## config.mk

```make
export PLATFORM = sky130hd
export DESIGN_NAME = voice_path_ctrl
export DESIGN_NICKNAME = d
export VERILOG_FILES = /design/src/rtl/voice_path_ctrl.sv
export SDC_FILE = /design/constraint.sdc
export NUM_CORES = 1
export LEC_CHECK = 0
export ABC_AREA = 0
export CAP_MARGIN = 0
export CORE_MARGIN = 10
export CORE_UTILIZATION = 60
export CTS_BUF_LIST = sky130_fd_sc_hd__clkbuf_8
export DETAILED_ROUTE_END_ITERATION = 8
export GPL_ROUTABILITY_DRIVEN = 0
export PLACE_DENSITY = 0.81
export SYNTH_ARGS = -nofsm -noshare
export SYNTH_HDL_FRONTEND = slang
export SYNTH_SLANG_ARGS = --single-unit
```

## constraint.sdc

```tcl
create_clock -name clk -period 9.75 [get_ports clk]
set_clock_uncertainty 0.1 [all_clocks]
set_input_delay 1.4625 -clock clk [delete_from_list [all_inputs] [get_ports clk]]
set_output_delay 1.4625 -clock clk [all_outputs]
set_load 0.1 [all_outputs]
```

## src/rtl/voice_path_ctrl.sv

```systemverilog
`default_nettype none
// +----------------------------------------------------------------------------+
// | Module   : voice_path_ctrl                                                 |
// | Purpose  : Frame-synchronised capture of CH codec channels, sequencing     |
// |            through a shared effect engine and dry/wet crossfade to codec.  |
// | Revision : 1.0 - initial release                                           |
// +----------------------------------------------------------------------------+
module voice_path_ctrl #(
  parameter int CH        = 2,
  parameter int CW        = 24,
  parameter int DW        = 16,
  parameter int RAMP_LOG2 = 6
) (
  input  logic                 clk,
  input  logic                 reset,
  input  logic                 new_frame,
  input  logic [CH*CW-1:0]     rec_data,
  input  logic                 change_en,
  output logic                 proc_req,
  output logic [2:0]           proc_ch,
  output logic [DW-1:0]        proc_x,
  input  logic                 proc_ack,
  input  logic [DW-1:0]        proc_y,
  output logic [CH*CW-1:0]     play_data,
  output logic                 play_valid,
  output logic [RAMP_LOG2:0]   gain,
  output logic                 overrun
);

  localparam int                 c_pw   = DW + RAMP_LOG2 + 2;
  localparam logic [RAMP_LOG2:0] c_full = {1'b1, {RAMP_LOG2{1'b0}}};
  localparam logic [2:0]         c_last = 3'(CH - 1);

  typedef enum logic [1:0] {
    ST_IDLE = 2'd0,
    ST_REQ  = 2'd1,
    ST_MIX  = 2'd2
  } state_t;

  state_t              r_state, w_next;
  logic                r_s1, r_s2, r_s3;
  logic                w_strobe, w_last;
  logic [2:0]          r_ch;
  logic [CW-1:0]       r_cap [CH];
  logic [DW-1:0]       r_wet [CH];
  logic [CH*CW-1:0]    r_play, w_mixed;
  logic                r_play_valid;
  logic [RAMP_LOG2:0]  r_g;
  logic                r_overrun;

  assign w_strobe   = r_s2 & ~r_s3;
  assign w_last     = (r_ch == c_last);
  assign proc_ch    = r_ch;
  assign play_data  = r_play;
  assign play_valid = r_play_valid;
  assign gain       = r_g;
  assign overrun    = r_overrun;

  always_ff @(posedge clk or posedge reset) begin
    if (reset) r_state <= ST_IDLE;
    else       r_state <= w_next;
  end

  always_comb begin
    w_next   = r_state;
    proc_req = 1'b0;
    proc_x   = '0;
    for (int i = 0; i < CH; i++)
      if (r_ch == 3'(i)) proc_x = r_cap[i][CW-1 -: DW];
    case (r_state)
      ST_IDLE: if (w_strobe) w_next = ST_REQ;
      ST_REQ: begin
        proc_req = 1'b1;
        if (proc_ack && w_last) w_next = ST_MIX;
      end
      ST_MIX:  w_next = ST_IDLE;
      default: w_next = ST_IDLE;
    endcase
  end

  // Per-channel weighted mix; weights sum to 2^RAMP_LOG2 so the shifted sum fits DW.
  for (genvar i = 0; i < CH; i++) begin : g_mix
    logic signed [DW-1:0]    w_dry, w_wet;
    logic        [RAMP_LOG2:0] w_wd_raw;
    logic signed [c_pw-1:0]  w_dx, w_wx, w_wd, w_wg, w_sum, w_shift;
    logic        [DW-1:0]    w_out;

    assign w_dry    = r_cap[i][CW-1 -: DW];
    assign w_wet    = r_wet[i];
    assign w_wd_raw = c_full - r_g;
    assign w_dx     = {{(c_pw-DW){w_dry[DW-1]}}, w_dry};
    assign w_wx     = {{(c_pw-DW){w_wet[DW-1]}}, w_wet};
    assign w_wd     = {{(c_pw-RAMP_LOG2-1){1'b0}}, w_wd_raw};
    assign w_wg     = {{(c_pw-RAMP_LOG2-1){1'b0}}, r_g};
    assign w_sum    = w_dx * w_wd + w_wx * w_wg;
    assign w_shift  = w_sum >>> RAMP_LOG2;
    assign w_out    = w_shift[DW-1:0];

    if (CW > DW) begin : g_pad
      assign w_mixed[i*CW +: CW] = (r_g == '0) ? r_cap[i] : {w_out, {(CW-DW){1'b0}}};
    end else begin : g_nopad
      assign w_mixed[i*CW +: CW] = (r_g == '0) ? r_cap[i] : w_out;
    end
  end

  always_ff @(posedge clk or posedge reset) begin
    if (reset) begin
      r_s1         <= 1'b0;
      r_s2         <= 1'b0;
      r_s3         <= 1'b0;
      r_ch         <= '0;
      r_play       <= '0;
      r_play_valid <= 1'b0;
      r_g          <= '0;
      r_overrun    <= 1'b0;
      for (int i = 0; i < CH; i++) begin
        r_cap[i] <= '0;
        r_wet[i] <= '0;
      end
    end else begin
      r_s1         <= new_frame;
      r_s2         <= r_s1;
      r_s3         <= r_s2;
      r_play_valid <= 1'b0;
      // A frame arriving while a previous one is in flight is dropped.
      if (w_strobe && r_state != ST_IDLE) r_overrun <= 1'b1;
      case (r_state)
        ST_IDLE: if (w_strobe) begin
          for (int i = 0; i < CH; i++) r_cap[i] <= rec_data[i*CW +: CW];
          r_ch <= '0;
        end
        ST_REQ: if (proc_ack) begin
          for (int i = 0; i < CH; i++)
            if (r_ch == 3'(i)) r_wet[i] <= proc_y;
          if (!w_last) r_ch <= r_ch + 3'd1;
        end
        ST_MIX: begin
          r_play       <= w_mixed;
          r_play_valid <= 1'b1;
          r_ch         <= '0;
          if (change_en) begin
            if (r_g != c_full) r_g <= r_g + 1'b1;
          end else if (r_g != '0) begin
            r_g <= r_g - 1'b1;
          end
        end
        default: ;
      endcase
    end
  end

endmodule
`default_nettype wire
```

# ---- Word level (Yosys, flattened, before mapping)
# Cells that the tools add are included.
dict set report classes {
  add_sub_neg 6
  mul 4
  div_mod_pow 0
  n_lt_le_gt_ge 0
  eq_ne 9
  shift 0
  n_mux 16
  bitwise 2
  reduce_logical 15
}
# op n
set op_table {}
lappend op_table {{$mul A16 B8 Y22} 4}
lappend op_table {{$mux W24} 2}
lappend op_table {{$add A22 B22 Y22} 2}
lappend op_table {{$mux W16} 2}
lappend op_table {{$mux W7} 3}
lappend op_table {{$mux W3} 3}
lappend op_table {{$pmux W3 S3} 1}
lappend op_table {{$reduce_and A3 Y1} 3}
lappend op_table {{$ne A2 B2 Y1 const B} 4}
lappend op_table {{$add A7 B1 Y7 const B} 1}
lappend op_table {{$logic_not A7 Y1} 1}
lappend op_table {{$ne A7 B7 Y1 const B} 1}
lappend op_table {{$reduce_bool A7 Y1} 1}
lappend op_table {{$sub A7 B1 Y7 const B} 1}
lappend op_table {{$sub A7 B7 Y7 const A} 1}
lappend op_table {{$mux W2} 2}
lappend op_table {{$pmux W2 S2} 1}
lappend op_table {{$reduce_and A2 Y1} 2}
lappend op_table {{$reduce_and A4 Y1} 1}
lappend op_table {{$reduce_bool A2 Y1} 2}
lappend op_table {{$add A3 B1 Y3 const B} 1}
lappend op_table {{$eq A3 B1 Y1 const B} 1}
lappend op_table {{$logic_not A3 Y1} 1}
lappend op_table {{$reduce_bool A3 Y1} 1}
lappend op_table {{8 further kinds} 10}
dict set report word_totals {
  reg_bits 145
  latchBits 0
  ram_bits 0
  mem_bits_ro 0
  out_inout_bits 77
  wordCells 65
  mem_count 0
}

# ---- Logic depth before layout (Yosys ltp)
dict set report logic_depth {
  ltp_word 4
  depth_mapped 28
  depth_no_buf 26
}

# ---- Worst setup path after synthesis
# Ideal clock, no wire load.
dict set report synth_timing {
  path_kind {register to register}
  startpoint {reg r_g[0] (netlist: gain[0])}
  endpoint {reg r_play[22] (netlist: play_data[22])}
  setup_ns 0.131
  t_arrival_ns 7.244
  t_required_ns 9.519
  slack_ns 2.275
  stages_incl_launch_ff 27
  n_path_buf 2
  cell_sequence {dfrtp_1 buf_6 inv_2 ha_1 nand3b_2 xor2_2 clkbuf_1 nor2b_1 fa_1 inv_1 fa_1 fa_1 fa_1 inv_1 fa_1 inv_1 fa_1 inv_1 ha_1 a21o_1 and3_1 nor4_1 a211oi_1 o31a_1 or3_1 a31oi_1 o21ai_1}
}
dict set report synth_between {
  elab_chain_cells 4
  word_cells_on_any_way 6
  classes_between {add/sub (2); mul (2); mux (1); reduce/logical (1)}
}
# item line_no
set synth_rtl {}
lappend synth_rtl {{start, declared} 48} ;# logic [RAMP_LOG2:0] r_g;
lappend synth_rtl {{start signal, assigned} 142} ;# if (r_g != c_full) r_g <= r_g + 1'b1;
lappend synth_rtl {{start signal, assigned} 144} ;# r_g <= r_g - 1'b1;
lappend synth_rtl {{$sub A7 B7 Y7} 90} ;# assign w_wd_raw = c_full - r_g;
lappend synth_rtl {{$mul A16 B8 Y22} 95} ;# assign w_sum = w_dx * w_wd + w_wx * w_wg;
lappend synth_rtl {{$add A22 B22 Y22} 95}
lappend synth_rtl {{$mux W24 (*)} 100} ;# assign w_mixed[i*CW +: CW] = (r_g == '0) ? r_cap[i] : {w_out, {(CW-DW){1'b0}}};
lappend synth_rtl {{end signal, assigned} 138} ;# r_play <= w_mixed;
lappend synth_rtl {{end, declared} 46} ;# logic [CH*CW-1:0] r_play, w_mixed;
# Every way passes the cells marked *; elsewhere a longest branch is shown, timed or not.
# A chain may end at the register's enable or synchronous reset.

# ---- Worst setup path after layout
dict set report layout_timing {
  startpoint {reg r_g[1] (netlist: gain[1])}
  endpoint {reg r_play[47] (netlist: play_data[47])}
}
# The elaborated chain is that of the path after synthesis.

==> flow_metrics.env <==
export IMPL_cp_start_kind="flip-flop"
export IMPL_worst_path_max_fanout=38
export IMPL_synthAdderAreaFrac=0.450
export IMPL_antenna_found_initial=0
export IMPL_synth_cell_types=62
export IMPL_critical_path_required_ns=10.10
export IMPL_dr_pass1_iters=8
export IMPL_ys_flop_type="dfrtp_1"
export IMPL_yosysWarnings=0
export IMPL_finalInstanceArea_mm2=0.0237
export IMPL_hp_class="flip-flop to flip-flop"
export IMPL_place_area_mm2=0.0233
export IMPL_drv_cap=0
export IMPL_postSynthCellCount=2235
export IMPL_setup_viol=0
export IMPL_muxShareOfSynthArea=0.0419
export IMPL_hold_buffers=0
export IMPL_ys_ff_latch=145
export IMPL_synth_seq_area_share=0.169
export IMPL_cts_tree="built"
export IMPL_die_area_mm2=0.0439
export IMPL_relSlewSlack=0.171
export IMPL_dr_first_iter_drc_count=1311
export IMPL_status="finished, final reports clean"
export IMPL_fp_dieW_um=209
export IMPL_port_buffers=145
export IMPL_synth_top_family_by_area="adder cells"
export IMPL_gr_total_overflow=0
export IMPL_nFillCells=2639
export IMPL_cts_inserted_buffers=17
export IMPL_synth_area_per_cell_um2=9.63
export IMPL_syn_num_nets=2844
export IMPL_final_hold_viol_count=0
export IMPL_cp_data_arrival_time_ns=8.07
export IMPL_clockBufferDepth=2
export IMPL_routedWlPerCell_um=20.0
export IMPL_cts_root_buf="clkbuf_8"
export IMPL_post_cts_resized=0
export IMPL_track_usage=0.268
export IMPL_worst_pin_slew_ns=1.24
export IMPL_dp_hpwl_um=44500
export IMPL_drv_slew=0
export IMPL_grt_max_degree=81
export IMPL_clock_fmax_mhz=130
export IMPL_core_mm2=0.0355
export IMPL_fin_crit_ns=7.72
export IMPL_fp_dieH_um=209
export IMPL_setup_tns_ns=0
export IMPL_path_clk_slew_ns=0.10
export IMPL_cts_htree_levels=4
export IMPL_synth_top_cell_area_share=0.364
export IMPL_viasPerCell=5.53
export IMPL_netlist_area_mm2=0.0215
export IMPL_start_util=0.607
export IMPL_clock_latency_ns=0.51
export IMPL_vias=15400
export IMPL_critical_path_endpoint_type="flip-flop"
export IMPL_nets=2920
export IMPL_synth_xor_area_frac=0.0347
export IMPL_ioPinCount=146
export IMPL_grt_pass1_wl_um=92800
export IMPL_drive_above_1_share=0.0667
export IMPL_synthSimpleGateAreaFrac=0.147
export IMPL_area_growth_pct=10.2
export IMPL_finalCritPeriodShare=0.792
export IMPL_routed_wl_um=55800
export IMPL_yosys_area_top_type="fa_1"
export IMPL_drc=0
export IMPL_async_flop_share=1.00
export IMPL_grt_pass1_vias=17100
export IMPL_synth_edf_count=0
export IMPL_cts_sinks=145
export IMPL_rows=69
export IMPL_n_antenna_cell=0
export IMPL_synth_compound_area_frac=0.0475
export IMPL_path_class="flip-flop to flip-flop"
export IMPL_rsz0062_at_grt="no"
export IMPL_antenna_left=0
export IMPL_post_cts_buffers=0
export IMPL_synth_area_leaders="fa_1, dfrtp_1, inv_1"
[cell usage after synthesis, types with 15 or more instances]
cell type / n
xnor2_1: 52
nor2_1: 41
fa_1: 391
and2_1: 260
inv_1: 510
a22o_1: 17
clkbuf_1: 87
a21oi_1: 50
mux2_2: 73
ha_1: 149
o21ai_0: 15
dfrtp_1: 145
o21ai_1: 34
nand2_1: 231
nor2b_1: 26
[cell usage in the layout, fill, tap and decap left out, types with 13 or more instances in the layout]
| master | Yosys | layout |
|---|---|---|
| o21ai_0 | 15 | 15 |
| nor2b_1 | 26 | 26 |
| nor2_1 | 41 | 41 |
| xnor2_1 | 52 | 50 |
| nand2_1 | 231 | 231 |
| fa_1 | 391 | 391 |
| mux2_2 | 73 | 73 |
| ha_1 | 149 | 149 |
| and2_1 | 260 | 260 |
| dfrtp_1 | 145 | 144 |
| a22o_1 | 17 | 17 |
| inv_1 | 510 | 508 |
| buf_4 | 3 | 19 |
| a21o_1 | 13 | 13 |
| a21oi_1 | 50 | 50 |
| clkdlybuf4s50_1 | 0 | 145 |
| clkbuf_8 | 0 | 20 |
| o21ai_1 | 34 | 34 |
[logic make-up (layout without fill, tap and decap cells)]
logic type | count (synthesis) | count (layout)
multiplexers | 80 | 80
AO/OA/AOI/OAI | 166 | 166
AND/OR/NAND/NOR | 611 | 611
adder cells (fa/ha/maj) | 540 | 540
flip-flops | 145 | 145
buffers and inverters | 619 | 708
XOR/XNOR | 74 | 74
[final timing paths]
| path | start | endpoint | slack [ns] | cells after the start |
|---|---|---|---|---|
| max reg2reg | gain[1] | play_data[47] | 2.03 | 24 |
| min in group asynchronous | reset | g_mix[0].w_dry[8] | 1.33 | 2 |
| min reg2reg | r_s1 | r_s2 | 0.26 | 0 |
| min | r_s1 | r_s2 | 0.26 | 0 |
| max | gain[1] | play_data[47] | 2.03 | 24 |
| max in group asynchronous | reset | r_cap[7] | 6.84 | 3 |
[critical path, stage by stage (launching register included)]
cell and delay [ns]:
dfrtp_1 0.34, buf_4 0.34, inv_2 0.08, ha_1 0.27, xnor2_2 0.72, buf_4 0.36, nand2_1 0.11, fa_1 0.52
fa_1 0.55, fa_1 0.54, inv_1 0.07, fa_1 0.52, fa_1 0.51, inv_1 0.05, fa_1 0.47, inv_1 0.04
ha_1 0.32, a41oi_1 0.18, o21ai_1 0.12, a211oi_1 0.48, o211ai_1 0.24, nand3_1 0.14, a211oi_1 0.07, or3_1 0.37
a21oi_2 0.13
[routing by layer]
metal / global-route usage / wire length (um) / part of all wire
met4: 0.0697 / 972 / 0.017
met2: 0.414 / 25600 / 0.46
met3: 0.0788 / 5840 / 0.10
met1: 0.362 / 23500 / 0.42
met5: 0 / 0 / 0
[sequential cells by signal, indices dropped and copies added (netlist names)]
name and flops:
overrun 1, play_data 48, r_s1 1, r_s2 1, r_cap 16, play_valid 1, r_s3 1, gain 7
g_mix.w_dry 32, g_mix.w_wet 32, proc_ch 3, r_state 2
[final cells by class]
class                   instances  area (um^2)  share of cell area
inverters                     512         1930              0.0812
repair buffers                164         1590              0.0672
clock buffers                  20          275              0.0116
well taps                     461          577              0.0243
flip-flops and latches        145         3630               0.153
clock inverters                12          169             0.00712
multi-input cells            1471        15500               0.656
[per-stage QoR]
step | util | worst slack, ns | std cells | hold slack [ns]
2_1_floorplan | - | 2.28 | 2235 | 0.231
6_report | 0.669 | 2.03 | 2785 | 0.264
3_3_place_gp | 0.656 | 2.30 | 2753 | 0.233
3_5_place_dp | 0.656 | 2.10 | 2753 | 0.243
4_1_cts | 0.669 | 2.03 | 2785 | 0.264
5_1_grt | 0.669 | 1.60 | 2785 | 0.265
Power is left out: the tool's default activity adds up to more than one toggle a clock period on the data nets, which glitch-free logic cannot reach.
